**config.mk**
```make
export PLATFORM = sky130hd
export DESIGN_NAME = button_bank
export DESIGN_NICKNAME = d
export VERILOG_FILES = /design/src/rtl/btn_pkg.sv /design/src/rtl/btn_channel.sv /design/src/rtl/button_bank.sv
export SDC_FILE = /design/constraint.sdc
export NUM_CORES = 1
export LEC_CHECK = 0
export CAP_MARGIN = 10
export CORE_AREA = 2 2 152 266
export DETAILED_ROUTE_END_ITERATION = 8
export DIE_AREA = 0 0 154 268
export PLACE_DENSITY_LB_ADDON = 0.15
export SLEW_MARGIN = 20
export SYNTH_ARGS = -nofsm -noshare
export SYNTH_HDL_FRONTEND = slang
export SYNTH_HIERARCHICAL = 1
export SYNTH_SLANG_ARGS = --single-unit
```
**constraint.sdc**
```tcl
create_clock -name vclk -period 2.1 [get_ports vclk]
set_input_delay 0.63 -clock vclk [delete_from_list [all_inputs] [get_ports vclk]]
set_output_delay 0.63 -clock vclk [all_outputs]
set_load 0.02 [all_outputs]
```
**src/rtl/btn_pkg.sv**
```systemverilog
// Shared types and default timing for the debounced button bank.
package btn_pkg;

    typedef enum logic [1:0] {
        IDLE   = 2'd0,
        DELAY  = 2'd1,
        REPEAT = 2'd2
    } rpt_state_t;

    localparam int DEF_N_BTN      = 4;
    localparam int DEF_DB_CYCLES  = 500000;
    localparam int DEF_RPT_DELAY  = 1500000;
    localparam int DEF_RPT_PERIOD = 375000;

    function automatic int max2(input int a, input int b);
        return (a > b) ? a : b;
    endfunction

endpackage

```
**src/rtl/btn_channel.sv**
```systemverilog
// One button: synchroniser, debounce, edge pulses and auto-repeat FSM.
import btn_pkg::*;

module btn_channel #(
    parameter int DB_CYCLES  = DEF_DB_CYCLES,
    parameter int RPT_DELAY  = DEF_RPT_DELAY,
    parameter int RPT_PERIOD = DEF_RPT_PERIOD,
    parameter bit ACTIVE_LOW = 1'b0
) (
    input  logic vclk,
    input  logic rst,
    input  logic btn_raw,
    input  logic rpt_en,
    output logic level,
    output logic press,
    output logic release_pulse,
    output logic action
);

    localparam int CW = $clog2(DB_CYCLES + 1);
    localparam int RW = $clog2(max2(RPT_DELAY, RPT_PERIOD) + 1);
    localparam logic [CW-1:0] DB_LAST = CW'(DB_CYCLES - 1);
    localparam logic [RW-1:0] RD_LAST = RW'(RPT_DELAY - 1);
    localparam logic [RW-1:0] RP_LAST = RW'(RPT_PERIOD - 1);

    logic          s1, s2;
    logic          cand;
    logic [CW-1:0] cnt;
    logic          deb;
    logic          press_d, rel_d, rpt_d;
    logic [RW-1:0] rcnt, rcnt_n;
    rpt_state_t    state, nstate;

    // deb is the settled value; level trails it by one register
    // so press/release line up with the first cycle of the new level.
    always_ff @(posedge vclk) begin
        if (rst) begin
            s1   <= 1'b0;
            s2   <= 1'b0;
            cand <= 1'b0;
            cnt  <= '0;
            deb  <= 1'b0;
        end else begin
            s1 <= ACTIVE_LOW ? ~btn_raw : btn_raw;
            s2 <= s1;
            if (s2 != cand) begin
                cand <= s2;
                cnt  <= '0;
            end else if (cnt == DB_LAST) begin
                deb <= cand;
            end else begin
                cnt <= cnt + 1'b1;
            end
        end
    end

    assign press_d = deb & ~level;
    assign rel_d   = ~deb & level;

    always_comb begin
        nstate = state;
        rcnt_n = rcnt;
        rpt_d  = 1'b0;
        unique case (state)
            IDLE: begin
                if (press_d) begin
                    nstate = DELAY;
                    rcnt_n = '0;
                end
            end
            DELAY: begin
                if (!deb || !rpt_en) begin
                    nstate = IDLE;
                    rcnt_n = '0;
                end else if (rcnt == RD_LAST) begin
                    rpt_d  = 1'b1;
                    rcnt_n = '0;
                    nstate = REPEAT;
                end else begin
                    rcnt_n = rcnt + 1'b1;
                end
            end
            REPEAT: begin
                if (!deb || !rpt_en) begin
                    nstate = IDLE;
                    rcnt_n = '0;
                end else if (rcnt == RP_LAST) begin
                    rpt_d  = 1'b1;
                    rcnt_n = '0;
                end else begin
                    rcnt_n = rcnt + 1'b1;
                end
            end
            default: begin
                nstate = IDLE;
                rcnt_n = '0;
            end
        endcase
    end

    always_ff @(posedge vclk) begin
        if (rst) begin
            state         <= IDLE;
            rcnt          <= '0;
            level         <= 1'b0;
            press         <= 1'b0;
            release_pulse <= 1'b0;
            action        <= 1'b0;
        end else begin
            state         <= nstate;
            rcnt          <= rcnt_n;
            level         <= deb;
            press         <= press_d;
            release_pulse <= rel_d;
            action        <= press_d | rpt_d;
        end
    end

endmodule

```
**src/rtl/button_bank.sv**
```systemverilog
// Bank of independent debounced buttons with press/release/auto-repeat strobes.
import btn_pkg::*;

module button_bank #(
    parameter int N_BTN      = DEF_N_BTN,
    parameter int DB_CYCLES  = DEF_DB_CYCLES,
    parameter int RPT_DELAY  = DEF_RPT_DELAY,
    parameter int RPT_PERIOD = DEF_RPT_PERIOD,
    parameter bit ACTIVE_LOW = 1'b0
) (
    input  logic             vclk,
    input  logic             rst,
    input  logic [N_BTN-1:0] btn_raw,
    input  logic [N_BTN-1:0] rpt_en,
    output logic [N_BTN-1:0] level,
    output logic [N_BTN-1:0] press,
    output logic [N_BTN-1:0] release_pulse,
    output logic [N_BTN-1:0] action
);

    for (genvar i = 0; i < N_BTN; i++) begin : g_ch
        btn_channel #(
            .DB_CYCLES (DB_CYCLES),
            .RPT_DELAY (RPT_DELAY),
            .RPT_PERIOD(RPT_PERIOD),
            .ACTIVE_LOW(ACTIVE_LOW)
        ) u_ch (
            .vclk         (vclk),
            .rst          (rst),
            .btn_raw      (btn_raw[i]),
            .rpt_en       (rpt_en[i]),
            .level        (level[i]),
            .press        (press[i]),
            .release_pulse(release_pulse[i]),
            .action       (action[i])
        );
    end

endmodule

```
==> key figures <==
Outcome
  • Status: finished, final reports clean

GRT
  • Grt met1 use: approximately an eighth
  • Total grt overflow: 0
  • First-pass GRT wire length: about 40 mm
  • Largest net degree at the start of global routing: 22
  • Gr usage total: roughly an eighth
  • Met3 Track Usage GR: 2.14%
  • Number of global-route vias before repair: between 8,000 and 9,000
  • Layer with the highest usage: met2
  • Initial antenna violation count: 0
  • Met2 usage: a little under a quarter

Yosys
  • Gate count after technology mapping: around 1,100
  • Mapped Avg Cell Area: between 8 and 9 um^2
  • Largest family of logic cells by synthesized area: simple AND/OR/NAND/NOR gates
  • Count of cell types in the netlist: 60
  • Synth warn: 6
  • Synthesized area: 9670 um^2
  • Compound-Gate Fraction of Synth Area: between 10% and 20%
  • Synth Area in Simple Gates: between 20 and 30%
  • Area share of fa/ha/maj cells after synthesis: 2.59%
  • Post-synthesis register bit count: 200
  • Post-synth EDFFs: 0
  • Multiplexer area fraction after synthesis: less than 1%
  • Post-synthesis sequential area ratio: between 40% and 50%
  • Post-synth ARST share: 0%
  • Fraction of synthesized cell area in xor and xnor cells: 12.7%
  • Ys flop type: dfxtp_1
  • Synthesized Nets: around 1,100

Place
  • Port bufs: 25
  • Post-DP HPWL: 17.2 mm
  • Gp weighted congestion: 0.781

Routing
  • Mean routed wirelength per cell: ~14 um
  • Antenna Nets Post-Route: 0
  • Initial DRC Count: 220
  • Vias per inst: 4.73
  • DRC: 0
  • Final wirelength: about 24 mm
  • DR pass1 iterations: 5
  • Vias: ~8,000

Timing
  • Count of final hold-check violations: 0
  • Slew Limit Fails: 0
  • Slew @ Worst Pin: about 570 ps
  • Unrepaired setup endpoints after global routing: no
  • Final setup violation count: 0
  • Rel. slew slack: a little over 60%
  • Peak Freq: 0.498 GHz
  • Setup TNS: 0 ps
  • Setup Skew: between 10 and 15 ps
  • Period minus WS final: 2010 ps
  • Hold Worst Slack: ~450 ps
  • Crit share post-route: 95.6%

CTS
  • Setup bufs post-CTS: 0
  • Max clock buf depth: 2
  • Skew-Pair Late Insertion Delay: 450 ps
  • CTS root buffer: clkbuf_16
  • H-tree depth: 4
  • Clock tree from TritonCTS: yes
  • CTS clk-pin slew, worst paths: approximately 70 ps
  • Post-CTS Hold Buffers: 0
  • Clk sinks: 200
  • Post-cts repair resize count: 4
  • CTS buffer count: 17

Setup path
  • Critical Path End Type: output port
  • Crit path DAT: 1380 ps
  • Worst reg2reg path startpoint: g_ch[2].u_ch/rcnt[0]
  • Worst r2r dst: g_ch[2].u_ch/state[0]
  • Family with the most delay on the worst path: buffers and inverters
  • Crit path largest cell delay: slightly above 600 ps
  • Worst path cell trace: clkdlybuf4s50_1
  • Worst path bufs/invs: 1
  • Reg2Reg Depth: 8
  • WP data required: around 1500 ps
  • Critical-path top delay cell: clkdlybuf4s50_1
  • Startpoint Class: register
  • Worst setup path class: register to output port
  • Reg2reg setup slack: roughly 140 ps
  • Crit-path max FO: 1

Run
  • Max-cap viol count: 0

Pwr
  • Maximum VDD drop: around 0.5 mV
  • PD cells: about 680 nW/um^2
  • Leakage: between 3 and 4 nW

Die
  • Die height: around 270 um
  • Starting density of the core: approximately a quarter
  • Core area: between 30,000 and 40,000 um^2
  • Die area: between 40,000 and 50,000 um^2
  • Num rows: 96
  • Die W: approximately 150 um
  • Ports: 26

Cells and area
  • Ant diodes: 0
  • Layout cells sized above 1: between 10% and 20%
  • Area Growth Syn to Fin: 18.6%
  • Nets: 1,188
  • Commonest cells after routing, fill and taps aside: dfxtp_1, nor2_1, nand2_1, xor2_1, a21oi_1
  • Most common cell after layout, fill and taps aside: dfxtp_1

Worst hold path
  • WHS Path Cells: 1
  • Worst hold path type: register to register
  • WHS Endpoint: g_ch[0].u_ch/s2
  • Min-Delay Startpoint: g_ch[0].u_ch/s1
[final cells by class]
| cell class | instances | area [um^2] |
|---|---|---|
| Clock buffer | 19 | 433 |
| Clock inverter | 11 | 173 |
| Fill cell | 4139 | 27600 |
| Inverter | 29 | 109 |
| Multi-Input combinational cell | 832 | 5430 |
| Sequential cell | 200 | 4000 |
| Tap cell | 490 | 613 |
| Timing Repair Buffer | 78 | 713 |
[sequential cells by signal (all words and copies together), names as in the netlist]
register / cells
g_ch.u_ch/rcnt: 84
g_ch.u_ch/cnt: 76
g_ch.u_ch/state: 8
g_ch.u_ch/action: 4
g_ch.u_ch/cand: 4
g_ch.u_ch/deb: 4
g_ch.u_ch/level: 4
g_ch.u_ch/press: 4
g_ch.u_ch/release_pulse: 4
g_ch.u_ch/s1: 4
g_ch.u_ch/s2: 4
[cell usage after synthesis, types with 4 or more instances]
library cell	count	area, um^2
nor3b_1	5	37.5
and4b_1	6	60.1
and3_2	9	67.6
o2111ai_1	11	96.3
nor3_1	47	235
a21oi_1	71	355
nor4_1	6	37.5
nand3_1	51	255
a21oi_4	6	97.6
or3_1	16	100
dfxtp_1	200	4000
nand4_1	48	300
nand2_1	78	293
ha_1	20	250
and4_1	17	149
buf_6	5	56.3
nor2b_1	22	138
o21ai_0	20	100
and4_2	6	60.1
o31ai_1	8	60.1
o21a_1	4	30.0
inv_1	29	109
xnor2_1	64	561
nand3b_1	4	30.0
mux2i_1	4	40.0
nor2_1	131	492
and2_2	4	30.0
nor4b_1	10	87.6
nand2b_1	11	68.8
xor2_1	76	666
and3_1	12	75.1
clkbuf_1	13	48.8
o211ai_1	9	67.6
[stage by stage]
stage	std cells	utilization (%)	setup slack (ps)	cell area (um^2)	total power, mW
2_1_floorplan	1088	-	290	9670	4.23
3_3_place_gp	1629	27.8	46.4	10900	4.41
3_5_place_dp	1629	27.8	43.3	10900	4.41
4_1_cts	1659	29.4	44.7	11500	8.02
5_1_grt	1659	29.4	17.8	11500	8.20
6_report	1659	29.4	91.7	11500	7.84
[routing by layer]
| metal | vias to the layer above | share of wire [%] |
|---|---|---|
| li1 | 4008 | - |
| met1 | 3720 | 41 |
| met2 | 87 | 54 |
| met3 | 39 | 1.9 |
| met4 | 0 | 2.9 |
| met5 | - | 0 |
[power by group]
group / leakage (nW) / internal (mW) / switching (mW) / total (mW)
combinational: 1.93 / 0.163 / 0.268 / 0.430
clock: 0.299 / 1.99 / 1.54 / 3.53
sequential: 1.61 / 3.83 / 0.0443 / 3.88
total: 3.84 / 5.99 / 1.85 / 7.84
[cell families after synthesis]
logic type,after synthesis
compound gates,160
xor+xnor,140
fa+ha+maj,20
buf+inv,56
flops,200
mux,4
simple gates,508
[how the worst max path moves through the flow]
stage	startpoint	end	slack (ps)	depth (start not counted)
5_1_grt	g_ch[1].u_ch/rcnt[0]	g_ch[1].u_ch/state[0]	20	7
3_3_place_gp	rpt_en[3]	g_ch[3].u_ch/rcnt[17]	50	6
6_report	g_ch[1].u_ch/action	action[1]	90	1
3_5_place_dp	rpt_en[3]	g_ch[3].u_ch/rcnt[16]	40	6
4_1_cts	g_ch[1].u_ch/action	action[1]	40	1
2_1_floorplan	g_ch[3].u_ch/rcnt[14]	g_ch[3].u_ch/rcnt[6]	290	6
Note: power is estimated with default switching activity, not from simulation.
